==> config.mk <==
export PLATFORM = sky130hd
export DESIGN_NAME = fb_write_queue
export DESIGN_NICKNAME = d
export VERILOG_FILES = /design/src/rtl/fb_pkg.sv /design/src/rtl/fb_wrq_fifo.sv /design/src/rtl/fb_write_queue.sv
export SDC_FILE = /design/constraint.sdc
export NUM_CORES = 2
export LEC_CHECK = 0
export BUFFER_PORTS_ARGS = -buffer_cell sky130_fd_sc_hd__buf_2
export CAP_MARGIN = 40
export CORE_ASPECT_RATIO = 0.6
export CORE_MARGIN = 4
export CORE_UTILIZATION = 40
export DETAILED_ROUTE_END_ITERATION = 8
export SLEW_MARGIN = 5
export SYNTH_ARGS = -nofsm -noshare
export SYNTH_HDL_FRONTEND = slang
export SYNTH_HIERARCHICAL = 1
export SYNTH_SLANG_ARGS = --single-unit
==> constraint.sdc <==
create_clock -name CLK_VIDEO -period 6.9 [get_ports CLK_VIDEO]
set_clock_uncertainty 0.15 [all_clocks]
set_input_delay 0 -clock CLK_VIDEO [delete_from_list [all_inputs] [get_ports CLK_VIDEO]]
set_output_delay 0 -clock CLK_VIDEO [all_outputs]
set_load 0.02 [all_outputs]
==> src/rtl/fb_pkg.sv <==
// Shared DDRAM geometry, queue entry type and issue-FSM states for the
// framebuffer write queue.
package fb_pkg;

  localparam int unsigned DDRAM_AW = 29;
  localparam int unsigned DDRAM_DW = 64;
  localparam int unsigned DDRAM_BW = DDRAM_DW / 8;

  typedef struct packed {
    logic [DDRAM_AW-1:0] addr;
    logic [DDRAM_DW-1:0] data;
    logic [DDRAM_BW-1:0] be;
  } fb_wrq_entry_t;

  typedef enum logic {
    ST_IDLE  = 1'b0,
    ST_ISSUE = 1'b1
  } fb_wrq_state_e;

  // Replace only the bytes whose enable is set.
  function automatic logic [DDRAM_DW-1:0] merge_bytes(
    input logic [DDRAM_DW-1:0] old_data,
    input logic [DDRAM_DW-1:0] new_data,
    input logic [DDRAM_BW-1:0] be
  );
    logic [DDRAM_DW-1:0] r;
    r = old_data;
    for (int unsigned i = 0; i < DDRAM_BW; i++) begin
      if (be[i]) r[i*8 +: 8] = new_data[i*8 +: 8];
    end
    return r;
  endfunction

endpackage

==> src/rtl/fb_wrq_fifo.sv <==
// Synchronous entry FIFO with a registered head output; the head stays in
// the FIFO (and in level) until it is popped.
module fb_wrq_fifo
  import fb_pkg::*;
#(
  parameter int unsigned DEPTH = 16
) (
  input  logic                   clk,
  input  logic                   rst_n,
  input  logic                   push,
  input  fb_wrq_entry_t          push_data,
  input  logic                   pop,
  output fb_wrq_entry_t          head,
  output logic                   full,
  output logic                   empty,
  output logic [$clog2(DEPTH):0] level
);

  localparam int unsigned AW = $clog2(DEPTH);

  logic [AW:0]   wr_ptr_q, wr_ptr_d;
  logic [AW:0]   rd_ptr_q, rd_ptr_d;
  fb_wrq_entry_t mem_q [DEPTH];
  fb_wrq_entry_t mem_d [DEPTH];
  fb_wrq_entry_t head_q, head_d;
  logic          do_push, do_pop;
  logic [AW-1:0] wr_idx, rd_next_idx;

  assign empty = (wr_ptr_q == rd_ptr_q);
  assign full  = (wr_ptr_q[AW] != rd_ptr_q[AW]) && (wr_ptr_q[AW-1:0] == rd_ptr_q[AW-1:0]);
  assign level = wr_ptr_q - rd_ptr_q;
  assign head  = head_q;

  assign do_pop  = pop && !empty;
  assign do_push = push && (!full || do_pop);

  always_comb begin
    rd_ptr_d    = rd_ptr_q + {{AW{1'b0}}, do_pop};
    wr_ptr_d    = wr_ptr_q + {{AW{1'b0}}, do_push};
    wr_idx      = wr_ptr_q[AW-1:0];
    rd_next_idx = rd_ptr_d[AW-1:0];
    mem_d       = mem_q;
    if (do_push) mem_d[wr_idx] = push_data;
    // A push landing in the next head slot only happens when the FIFO would
    // otherwise be empty, so forward it straight into the head register.
    if (do_push && (wr_idx == rd_next_idx)) head_d = push_data;
    else                                    head_d = mem_q[rd_next_idx];
  end

  always_ff @(posedge clk or negedge rst_n) begin
    if (!rst_n) begin
      wr_ptr_q <= '0;
      rd_ptr_q <= '0;
      head_q   <= '0;
      mem_q    <= '{default: '0};
    end else begin
      wr_ptr_q <= wr_ptr_d;
      rd_ptr_q <= rd_ptr_d;
      head_q   <= head_d;
      mem_q    <= mem_d;
    end
  end

endmodule

==> src/rtl/fb_write_queue.sv <==
// Framebuffer write queue: buffers rotation-writer words and issues them as
// single-beat DDRAM writes. Define FB_WRQ_MERGE_EN for same-address byte merging.
module fb_write_queue
  import fb_pkg::*;
#(
  parameter int unsigned DEPTH    = 16,
  parameter int unsigned HOLD_CYC = 8
) (
  input  logic                   CLK_VIDEO,
  input  logic                   RESET_N,
  input  logic                   in_valid,
  input  logic [DDRAM_AW-1:0]    in_addr,
  input  logic [DDRAM_DW-1:0]    in_data,
  input  logic [DDRAM_BW-1:0]    in_be,
  input  logic                   DDRAM_BUSY,
  output logic                   DDRAM_WE,
  output logic [DDRAM_AW-1:0]    DDRAM_ADDR,
  output logic [DDRAM_DW-1:0]    DDRAM_DIN,
  output logic [DDRAM_BW-1:0]    DDRAM_BE,
  output logic [7:0]             DDRAM_BURSTCNT,
  output logic                   DDRAM_RD,
  input  logic                   clr_stat,
  output logic                   overflow,
  output logic [15:0]            drop_cnt,
  output logic [$clog2(DEPTH):0] level
);

  localparam logic [$clog2(DEPTH):0] LVL_ONE = 1;

  if (DEPTH < 4 || DEPTH > 64 || (DEPTH & (DEPTH - 1)) != 0 || HOLD_CYC == 0) begin : g_bad_cfg
    $error("fb_write_queue: unsupported DEPTH/HOLD_CYC");
  end

  fb_wrq_state_e state_q, state_d;
  logic          overflow_q, overflow_d;
  logic [15:0]   drop_cnt_q, drop_cnt_d;

  logic                   push_req, push_fire, pop, drop, xfer_done;
  fb_wrq_entry_t          push_entry, head;
  logic                   fifo_full, fifo_empty;
  logic [$clog2(DEPTH):0] fifo_level;

  fb_wrq_fifo #(
    .DEPTH(DEPTH)
  ) u_fifo (
    .clk      (CLK_VIDEO),
    .rst_n    (RESET_N),
    .push     (push_req),
    .push_data(push_entry),
    .pop      (pop),
    .head     (head),
    .full     (fifo_full),
    .empty    (fifo_empty),
    .level    (fifo_level)
  );

`ifdef FB_WRQ_MERGE_EN
  localparam int unsigned HOLD_W = (HOLD_CYC > 1) ? $clog2(HOLD_CYC) : 1;

  logic              pend_valid_q, pend_valid_d;
  fb_wrq_entry_t     pend_q, pend_d;
  logic [HOLD_W-1:0] hold_cnt_q, hold_cnt_d;
  fb_wrq_entry_t     incoming, merged;

  always_comb begin
    incoming     = '{addr: in_addr, data: in_data, be: in_be};
    merged       = '{addr: pend_q.addr,
                     data: merge_bytes(pend_q.data, in_data, in_be),
                     be:   pend_q.be | in_be};
    pend_valid_d = pend_valid_q;
    pend_d       = pend_q;
    hold_cnt_d   = hold_cnt_q;
    push_req     = 1'b0;
    push_entry   = pend_q;
    if (in_valid) begin
      hold_cnt_d = '0;
      if (pend_valid_q && (in_addr == pend_q.addr)) begin
        if (&merged.be) begin
          push_req     = 1'b1;
          push_entry   = merged;
          pend_valid_d = 1'b0;
        end else begin
          pend_d = merged;
        end
      end else if (pend_valid_q) begin
        push_req = 1'b1;
        pend_d   = incoming;
      end else if (&in_be) begin
        push_req   = 1'b1;
        push_entry = incoming;
      end else begin
        pend_valid_d = 1'b1;
        pend_d       = incoming;
      end
    end else if (pend_valid_q) begin
      // A full-BE word left pending by an address change flushes on the next idle cycle.
      if ((&pend_q.be) || (hold_cnt_q == HOLD_W'(HOLD_CYC - 1))) begin
        push_req     = 1'b1;
        pend_valid_d = 1'b0;
        hold_cnt_d   = '0;
      end else begin
        hold_cnt_d = hold_cnt_q + HOLD_W'(1);
      end
    end
  end

  always_ff @(posedge CLK_VIDEO or negedge RESET_N) begin
    if (!RESET_N) begin
      pend_valid_q <= 1'b0;
      pend_q       <= '0;
      hold_cnt_q   <= '0;
    end else begin
      pend_valid_q <= pend_valid_d;
      pend_q       <= pend_d;
      hold_cnt_q   <= hold_cnt_d;
    end
  end
`else
  assign push_req   = in_valid;
  assign push_entry = '{addr: in_addr, data: in_data, be: in_be};
`endif

  assign xfer_done = (state_q == ST_ISSUE) && !DDRAM_BUSY;
  assign pop       = xfer_done;
  assign push_fire = push_req && (!fifo_full || pop);
  assign drop      = push_req && fifo_full && !pop;

  always_comb begin
    state_d = state_q;
    case (state_q)
      ST_IDLE:  if (!fifo_empty) state_d = ST_ISSUE;
      ST_ISSUE: if (xfer_done && (fifo_level == LVL_ONE) && !push_fire) state_d = ST_IDLE;
      default:  state_d = ST_IDLE;
    endcase
  end

  always_comb begin
    overflow_d = overflow_q;
    drop_cnt_d = drop_cnt_q;
    if (drop) begin
      overflow_d = 1'b1;
      if (clr_stat)         drop_cnt_d = 16'd1;
      else if (!(&drop_cnt_q)) drop_cnt_d = drop_cnt_q + 16'd1;
    end else if (clr_stat) begin
      overflow_d = 1'b0;
      drop_cnt_d = '0;
    end
  end

  always_ff @(posedge CLK_VIDEO or negedge RESET_N) begin
    if (!RESET_N) begin
      state_q    <= ST_IDLE;
      overflow_q <= 1'b0;
      drop_cnt_q <= '0;
    end else begin
      state_q    <= state_d;
      overflow_q <= overflow_d;
      drop_cnt_q <= drop_cnt_d;
    end
  end

  assign DDRAM_WE       = (state_q == ST_ISSUE);
  assign DDRAM_ADDR     = head.addr;
  assign DDRAM_DIN      = head.data;
  assign DDRAM_BE       = head.be;
  assign DDRAM_BURSTCNT = 8'd1;
  assign DDRAM_RD       = 1'b0;
  assign overflow       = overflow_q;
  assign drop_cnt       = drop_cnt_q;
  assign level          = fifo_level;

endmodule

==> impl_metrics.toml <==
[worst_setup_path]
r2r-end = "u_fifo/head[57]"
critPathLaunchType = "flip-flop"
r2r_slack_ps = 2450
worstPathArrival_ps = 4970
cp_max_fo = 34
r2r-start = "u_fifo/wr_ptr_q[2]"
timing_worst_setup_path_type = "flip-flop to flip-flop"
reg2reg_depth = 11
crit_required_ps = 7420
timing.critical_path.to_type = "flip-flop"

[sta]
slew_violations = 0
rsz0062_at_grt = "false"
worst_pin_slew_ps = 1080
period_needed_ps = 4453
max_slew_margin = 0.2799
hold_viol_final = 0
post-route-worst-setup-slack_ps = 2447
final-setup-viol-count = 0
clock.fmax_mhz = 224.6
setup_tns_ps = 0
finalCritPeriodShare = 0.6454

[floorplan]
die_h_microns = 351.8
die-area_sq_um = 204400
start_util = 0.4046
rows = 125
core_area_sq_um = 194700
dieWidth_microns = 581.0
io_pins = 239

[cells_and_area]
drive_gt1_frac = 0.5357
num-fill-cells = 16880
fin_nets = 5065
syn2layout_area_growth_pct = 13.74

[drt]
ant_nets = 0
drc_errors = 0
via_per_inst = 5.477
drt-total-wl_microns = 200800
drt_iter0_markers = 2476
route.detailed.wl_per_inst_microns = 26.13
vias = 42100
firstDrtPassIters = 5

[hold_path]
whs_path_depth = 3
hold_end = "u_fifo/head[45]"
hold_class = "input pin to flip-flop"
hold_path_startpoint = "in_data[37]"

[synthesis]
synthArstFlopShare = 1.000
syn-cell-area_sq_um = 78790
ys_seq_area_frac = 0.5542
syn_inst = 4754
synthFlopType = "dfrtp_1"
yosys.area.top_type = "dfrtp_1"
ys_ff_latch = 1745
ys_types = 44
yosys_warnings = 6
yosysTopAreaCellShare = 0.5542
synth_area_leaders = "dfrtp_1 55%, mux2_2 23%, mux4_2 12%, mux2i_1 3.9%, mux2_4 1.7%"
synth-edff-count = 0
avgSynthCellArea_sq_um = 16.57

[clocking]
insertion_delay_ps = 820
root_buffer = "clkbuf_16"
cts_tree = "done"
clkTransAtPathRegs_ps = 60
cts_setup_buffers = 0
clockBufferDepth = 4
htree_levels = 4
postCtsResizedCells = 0
clock_sinks = 1745
cts-buffers-inserted = 176

[placed_design]
port_buffers = 229
hpwl_microns = 106100
dpl_worst_slack_ps = 2396
finalWeightedCongestion = 0.7203

[pwr]
peakVddDrop_mv = 0.4807
power.density_nw_per_um2 = 550.6
p_leak_nw = 39.99

[global_route]
grt_remaining_overflow = 0
first_global_vias = 45150
antenna_found_initial = 19
grt_max_degree = 187
grtUsageTotal = 0.1976
grt_pass1_wl_microns = 306900

[run]
cap_viol_max_count = 0

[outcome]
outcome = "finished clean"
[flip-flops by register name, summed over array words and instances, names as in the netlist]
register,count
DDRAM_WE,1
overflow,1
u_fifo/rd_ptr_q,5
u_fifo/head,101
u_fifo/wr_ptr_q,5
u_fifo/mem_q,1616
drop_cnt,16
[through the flow]
stage               cell area [sq um]  power [mW]  hold WS, ps  instances    util
finish                          89620       49.35        50.65       7686  0.4602
floorplan                       78820       34.34       -445.6       4761       -
CTS                             89600       49.95        5.680       7677  0.4601
global placement                82170       39.19       -120.0       7244  0.4220
global route                    89600       52.33        59.53       7679  0.4602
detailed placement              82520       39.84       -112.8       7257  0.4238
[repair_timing]
action	4_1_cts	5_1_grt
hold endpoints to repair	2807	0
setup endpoints to repair	0	0
hold buffers	117	0
[cells in the mapped netlist, drive strengths merged, types with 13 or more instances]
cell type  count
nand3         14
dfrtp       1745
nand2         21
buf          264
mux4         404
xor2          13
inv           16
clkbuf       163
xnor2         15
mux2        1717
o21ai         15
mux2i        304
[worst max-delay path: stages (launching register included)]
cell     delay [ps]
dfrtp_1         590
ha_1            480
nand4_1         190
nor2_1          180
nor2b_1         100
ha_4            790
buf_12          360
buf_12          320
mux4_2          560
mux2i_1         150
mux2i_1         100
mux2_4          290
[kinds of logic after synthesis]
logic type,share of synthesized area
AND/OR/NAND/NOR,0.005336
AO/OA/AOI/OAI,0.001667
XOR/XNOR,0.003208
other,0.00009532
adder cells (fa/ha/maj),0.001683
buffers and inverters,0.03000
flip-flops,0.5542
multiplexers,0.4038
[worst max-delay path by stage]
stage	depth (start not counted)	slack [ps]	startpoint	end
2_1_floorplan	14	3450	u_fifo/rd_ptr_q[3]	u_fifo/head[40]
3_3_place_gp	10	2430	u_fifo/wr_ptr_q[2]	u_fifo/head[0]
3_5_place_dp	11	2400	u_fifo/wr_ptr_q[2]	u_fifo/head[61]
4_1_cts	11	2390	u_fifo/wr_ptr_q[2]	u_fifo/head[61]
5_1_grt	11	2190	u_fifo/wr_ptr_q[2]	u_fifo/head[61]
6_report	11	2450	u_fifo/wr_ptr_q[2]	u_fifo/head[57]
[per-layer routing]
metal,wire [microns],global-route usage,up-vias
li1,-,-,18040
met5,27,0,-
met3,7659,0.03039,244
met4,3559,0.03922,4
met1,98310,0.2955,23130
met2,91270,0.3074,673
[where the power goes]
group | switching [mW] | internal (mW)
logic | 9.03 | 12.7
clock network | 4.07 | 5.79
registers | 2.51 | 15.3
[final cells by class]
| class | count | area, sq um | share of cell area |
|---|---|---|---|
| Inverter | 16 | 60.06 | 0.0006701 |
| Antenna cell | 9 | 22.52 | 0.0002513 |
| Clock buffer | 260 | 5349 | 0.05968 |
| Tap cell | 2603 | 3257 | 0.03634 |
| Timing Repair Buffer | 437 | 3749 | 0.04183 |
| Sequential cell | 1745 | 43670 | 0.4873 |
| Multi-Input combinational cell | 2573 | 32980 | 0.3680 |
| Clock inverter | 43 | 535.5 | 0.005975 |
[layout by cell type, fill, tap and decap left out, drive strengths merged, types with 15 or more instances in the layout]
| master | synthesis | final |
|---|---|---|
| mux2i | 304 | 304 |
| inv | 16 | 18 |
| clkinv | 0 | 27 |
| nand2 | 21 | 21 |
| dfrtp | 1745 | 1745 |
| mux2 | 1717 | 1717 |
| buf | 264 | 321 |
| clkbuf | 163 | 260 |
| dlygate4sd3 | 0 | 116 |
| mux4 | 404 | 404 |
| o21ai | 15 | 15 |
| xnor2 | 15 | 15 |
No activity file was read; power rests on OpenSTA's default activity.
